File: src/rtl/group_scan_pkg.sv
// Shared types and helpers for the group scan controller: FSM states,
// settle-count bounds and the group-to-select-bit mapping.
package group_scan_pkg;

  localparam int unsigned SETTLE_MIN = 1;
  localparam int unsigned SETTLE_MAX = 15;
  localparam int unsigned SETTLE_W   = 4;

  typedef enum logic [1:0] {
    IDLE,
    DRIVE,
    SAMPLE,
    DONE
  } state_e;

  // Each group owns the two adjacent select bits starting at this index.
  function automatic int unsigned group_sel_lsb(input int unsigned g);
    return 2 * g;
  endfunction

  function automatic int unsigned settle_clamp(input int unsigned cycles);
    if (cycles < SETTLE_MIN) return SETTLE_MIN;
    if (cycles > SETTLE_MAX) return SETTLE_MAX;
    return cycles;
  endfunction

endpackage

File: src/rtl/group_scan_settle_cnt.sv
// Settle-time down-counter: load restarts at LOAD_VAL, tick counts down,
// expired is high once the count has reached zero.
module group_scan_settle_cnt
  import group_scan_pkg::*;
#(
  parameter int unsigned LOAD_VAL = 1
) (
  input  logic clk,
  input  logic rst,
  input  logic load,
  input  logic tick,
  output logic expired
);

  logic [SETTLE_W-1:0] cnt_q, cnt_d;

  always_comb begin
    cnt_d = cnt_q;
    if (load) begin
      cnt_d = SETTLE_W'(LOAD_VAL);
    end else if (tick && (cnt_q != '0)) begin
      cnt_d = cnt_q - 1'b1;
    end
  end

  always_ff @(posedge clk or posedge rst) begin
    if (rst) begin
      cnt_q <= '0;
    end else begin
      cnt_q <= cnt_d;
    end
  end

  assign expired = (cnt_q == '0);

endmodule

File: src/rtl/group_scan_ctrl.sv
// Group scan controller: walks masked-in select groups, samples the hit line
// per group and publishes the result. GROUP_SCAN_EARLY_EXIT_EN stops on first hit.
module group_scan_ctrl
  import group_scan_pkg::*;
#(
  parameter int unsigned SETTLE_CYCLES = 1,
  parameter int unsigned NGROUPS       = 4
) (
  input  logic                   clk,
  input  logic                   rst,
  input  logic                   start,
  input  logic [NGROUPS-1:0]     group_mask,
  input  logic                   hit,
  output logic [2*NGROUPS-1:0]   sel,
  output logic                   busy,
  output logic                   done,
  output logic [NGROUPS-1:0]     active,
  output logic                   any_active
);

  localparam int unsigned      IDX_W     = (NGROUPS > 1) ? $clog2(NGROUPS) : 1;
  localparam logic [IDX_W-1:0] LAST_IDX  = IDX_W'(NGROUPS - 1);
  localparam int unsigned      SETTLE_LD = settle_clamp(SETTLE_CYCLES);

  state_e               state_q, state_d;
  logic [IDX_W-1:0]     idx_q, idx_d;
  logic [NGROUPS-1:0]   mask_q, mask_d;
  logic [NGROUPS-1:0]   work_q, work_d;
  logic [NGROUPS-1:0]   active_q, active_d;
  logic                 cnt_load, cnt_tick, cnt_expired;
  logic                 last_grp, grp_in, drive_sel;

  group_scan_settle_cnt #(
    .LOAD_VAL(SETTLE_LD)
  ) u_settle (
    .clk    (clk),
    .rst    (rst),
    .load   (cnt_load),
    .tick   (cnt_tick),
    .expired(cnt_expired)
  );

  always_comb begin
    state_d   = state_q;
    idx_d     = idx_q;
    mask_d    = mask_q;
    work_d    = work_q;
    active_d  = active_q;
    cnt_load  = 1'b0;
    cnt_tick  = 1'b0;
    drive_sel = 1'b0;
    last_grp  = (idx_q == LAST_IDX);
    grp_in    = mask_q[idx_q];

    case (state_q)
      IDLE: begin
        if (start) begin
          mask_d   = group_mask;
          work_d   = '0;
          idx_d    = '0;
          cnt_load = 1'b1;
          state_d  = DRIVE;
        end
      end
      DRIVE: begin
        if (!grp_in) begin
          if (last_grp) begin
            state_d = DONE;
          end else begin
            idx_d    = idx_q + IDX_W'(1);
            cnt_load = 1'b1;
          end
        end else begin
          drive_sel = 1'b1;
          if (cnt_expired) begin
            state_d = SAMPLE;
          end else begin
            cnt_tick = 1'b1;
          end
        end
      end
      SAMPLE: begin
        drive_sel     = 1'b1;
        work_d[idx_q] = hit;
`ifdef GROUP_SCAN_EARLY_EXIT_EN
        if (last_grp || hit) begin
`else
        if (last_grp) begin
`endif
          state_d = DONE;
        end else begin
          idx_d    = idx_q + IDX_W'(1);
          cnt_load = 1'b1;
          state_d  = DRIVE;
        end
      end
      DONE: begin
        state_d = IDLE;
      end
    endcase

    // Publish on the edge into DONE so the new result is visible with the done pulse,
    // including the bit sampled in that same final SAMPLE cycle.
    if ((state_d == DONE) && (state_q != DONE)) begin
      active_d = work_d;
    end
  end

  always_comb begin
    sel = '0;
    if (drive_sel) begin
      sel[group_sel_lsb(32'(idx_q)) +: 2] = 2'b11;
    end
  end

  always_ff @(posedge clk or posedge rst) begin
    if (rst) begin
      state_q  <= IDLE;
      idx_q    <= '0;
      mask_q   <= '0;
      work_q   <= '0;
      active_q <= '0;
    end else begin
      state_q  <= state_d;
      idx_q    <= idx_d;
      mask_q   <= mask_d;
      work_q   <= work_d;
      active_q <= active_d;
    end
  end

  assign busy       = (state_q != IDLE);
  assign done       = (state_q == DONE);
  assign active     = active_q;
  assign any_active = |active_q;

endmodule
File: config.mk
export PLATFORM = sky130hd
export DESIGN_NAME = group_scan_ctrl
export DESIGN_NICKNAME = d
export VERILOG_FILES = /design/src/rtl/group_scan_pkg.sv /design/src/rtl/group_scan_settle_cnt.sv /design/src/rtl/group_scan_ctrl.sv
export SDC_FILE = /design/constraint.sdc
export NUM_CORES = 1
export LEC_CHECK = 0
export CORE_MARGIN = 2
export CORE_UTILIZATION = 40
export CTS_CLUSTER_SIZE = 28
export DETAILED_ROUTE_END_ITERATION = 6
export GPL_ROUTABILITY_DRIVEN = 1
export GPL_TIMING_DRIVEN = 0
export PLACE_DENSITY = 0.67
export SYNTH_ARGS = -nofsm -noshare
export SYNTH_HDL_FRONTEND = slang
export SYNTH_SLANG_ARGS = --single-unit
export TNS_END_PERCENT = 100
File: constraint.sdc
create_clock -name clk -period 2.6 [get_ports clk]
set_input_delay 0.26 -clock clk [delete_from_list [all_inputs] [get_ports clk]]
set_output_delay 0.26 -clock clk [all_outputs]
set_load 0.01 [all_outputs]
==> impl_metrics.py <==
metrics = {
    "status": {
        "status": "complete, no violations",
    },
    "finish": {
        "syn_to_final_growth_pct": 26.9,
        "nets": 164,
        "fin_area_mm2": 0.00165,
        "layout-drive-gt1-share_pct": 24.1,
        "diodes": 0,
        "fill_cells": 292,
    },
    "sta": {
        "fin_crit_ns": 2.47,
        "slew_headroom_pct": 49.5,
        "fmax_ghz": 0.404,
        "slew_viol_final": 0,
        "clock_skew_ns": 0.0111,
        "finalSetupTns_ns": 0,
        "setup_violations": 0,
        "fin_crit_sh_pct": 95.2,
        "rsz0062_at_grt": "no",
        "worst_pin_slew_ns": 0.757,
        "hold_violations": 0,
    },
    "yosys": {
        "netlist_area_mm2": 0.00130,
        "synth_area_leaders": "dfrtp_1 (38%), ha_1 (13%), mux2_2 (6.9%)",
        "yosysWarnings": 0,
        "yosysTopAreaCell": "dfrtp_1",
        "ys_seq_area_share_pct": 38.5,
        "ys_async_sr_fraction_pct": 100,
        "synth_enable_flop_cells": 0,
        "syn_avg_cell_area_um2": 11.4,
        "synth_cell_types": 36,
        "netlist_instances": 114,
        "yosysMostFrequentCell": "dfrtp_1",
        "synth.net_count": 136,
        "yosys-top-cells-count": "dfrtp_1 (20), ha_1 (14), inv_1 (10)",
        "ys.flop_type": "dfrtp_1",
        "synth_top_area_share_pct": 38.5,
        "ys_seq_elements": 20,
    },
    "detailed_routing": {
        "wirelength_um": 2350,
        "avgRoutedWirePerCell_um": 12.7,
        "ant_nets": 0,
        "remaining_drc_errors": 0,
        "vias": 924,
        "drtIter0Drc": 14,
        "routed_via_density": 4.99,
        "drt_first_pass_iters": 4,
    },
    "job": {
        "max_cap_viol_count": 0,
    },
    "worst_setup_path": {
        "path_class": "flop to output pin",
        "crit_path_max_fanout": 4,
        "cp_num_buf_inv": 2,
        "slowest_delay_ns": 0.52,
        "reg2reg_depth": 7,
        "critPathRequiredTime_ns": 2.34,
        "cp_data_arrival_time_ns": 2.21,
        "timing.rr.end": "active[2]",
        "crit_family": "multiplexers",
        "ff2ff_setup_slack_ns": 0.36,
        "regToRegStartpoint": "state_q[0]",
        "slowest_stage": "mux4_2",
        "startpoint_type": "flop",
        "path_cells": "mux4_2, and2_2, o21a_1, and2_1, buf_4, dlygate4sd2_1",
        "crit_path_end_kind": "output pin",
    },
    "power_and_ir_drop": {
        "comb_power_share_pct": 56.5,
        "switching_share_pct": 38.3,
        "leakagePower_nw": 0.820,
        "seqPwrFrac_pct": 28.7,
        "p_per_area_mw_per_mm2": 1030,
        "max-vdd-ir-drop_mv": 0.533,
        "p_clk_share_pct": 14.8,
        "p_int_mw": 1.05,
        "p_sw_mw": 0.652,
    },
    "cts": {
        "tritoncts": "yes",
        "cts.htree.levels": 1,
        "clk_latency_ns": 0.30,
        "cts_buffers": 3,
        "clk_pin_slew_worst_paths_ns": 0.12,
        "clk_path_buf_depth": 2,
        "ctsHoldBuffers": 0,
        "cts_root_buf": "clkbuf_4",
        "cts_sinks": 20,
    },
    "floorplanning": {
        "core_region_area_mm2": 0.00308,
        "start_util_pct": 42.2,
        "die_h_um": 61.0,
        "die_area_mm2": 0.00372,
        "ios": 23,
        "die_w_um": 61.0,
        "rows": 20,
    },
    "global_routing": {
        "antenna_found_initial": 0,
        "grt_max_degree": 21,
        "grt-ovfl-total": 0,
        "grt_pass1_wl_um": 4040,
        "grt_pass1_vias": 928,
        "grt_usage_pct": 14.8,
    },
    "placement": {
        "dp_hpwl_um": 1840,
        "routabilityCongestion": 0.886,
        "io_buffers": 22,
        "dpl_cell_area_mm2": 0.00158,
    },
    "hold_path": {
        "hold_path.class": "input port to asynchronous set/reset pin",
    },
}
area by class of cell:
| class | count | area (um^2) | share of cell area, % |
|---|---|---|---|
| multi-input combinational | 79 | 733 | 44.4 |
| sequential | 20 | 502 | 30.4 |
| timing repair buffer | 24 | 240 | 14.6 |
| tap | 44 | 55.1 | 3.34 |
| inverter | 10 | 37.5 | 2.27 |
| clock inverter | 1 | 30.0 | 1.82 |
| buffer | 4 | 30.0 | 1.82 |
| clock buffer | 3 | 22.5 | 1.36 |
through the flow:
step                      util (%)  worst slack, ns  total power, mW  std cells  hold slack (ns)
final                         53.6            0.126             1.70        185            0.371
after global routing          53.6           0.0250             1.85        185            0.425
after CTS                     53.1           0.0119             1.72        185            0.413
after floorplan                  -            0.475             1.18        114            0.224
after global placement        51.2           0.0611             1.41        180            0.490
after detailed placement      51.2           0.0407             1.44        180            0.494
sequential cells by signal, indices dropped and copies added, names as in the netlist:
| signal | count |
|---|---|
| idx_q | 2 |
| u_settle.cnt_q | 4 |
| state_q | 2 |
| mask_q | 4 |
| active | 4 |
| work_q | 4 |
kinds of logic (layout without fill, tap and decap cells):
family,Yosys count,after routing,share of synthesized area (%)
AOI/OAI and AO/OA,20,20,13.0
xor gates and xnor gates,3,3,2.02
adders and majority gates,14,14,13.5
buffers and inverters,15,42,5.49
DFF,20,20,38.5
muxes,13,13,13.3
and+or+nand+nor,29,29,14.2
how the worst max path moves through the flow:
stage                 to  slack [ns]        from  cells past startpoint
6_report          sel[5]        0.13    idx_q[0]                      6
5_1_grt           sel[7]        0.02    idx_q[0]                      6
3_3_place_gp      sel[1]        0.06    idx_q[0]                      6
3_5_place_dp      sel[5]        0.04    idx_q[0]                      6
2_1_floorplan  active[0]        0.47  state_q[0]                      8
4_1_cts           sel[4]        0.01    idx_q[0]                      5
layer usage:
layer  GRT usage (%)  vias to the layer above  wire length [um]
li1                -                      455                 -
met1            18.6                      448              1080
met2            24.9                       16              1160
met3            2.52                        5                69
met4            6.52                        0                36
met5               0                        -                 0
power groups by stage:
stage                     Sequential [mW]  Clock (mW)  Combinational, mW
after floorplan                     0.480           0              0.697
after global placement              0.494           0              0.918
after detailed placement            0.500           0              0.940
after CTS                           0.488       0.257              0.972
after global routing                0.502       0.275               1.07
final                               0.488       0.251              0.961
repair_timing:
action,4_1_cts,5_1_grt
gates resized for setup,5,6
setup endpoints to repair,8,4
buffers inserted,2,0
layout by cell type, fill, tap and decap left out, types with 5 or more instances in the layout:
cell	n
mux2_2	8
dfrtp_1	19
nand2_1	5
clkdlybuf4s50_1	14
inv_1	10
buf_4	6
ha_1	12
nor2_1	6
Note: power is estimated with default switching activity, not from simulation.
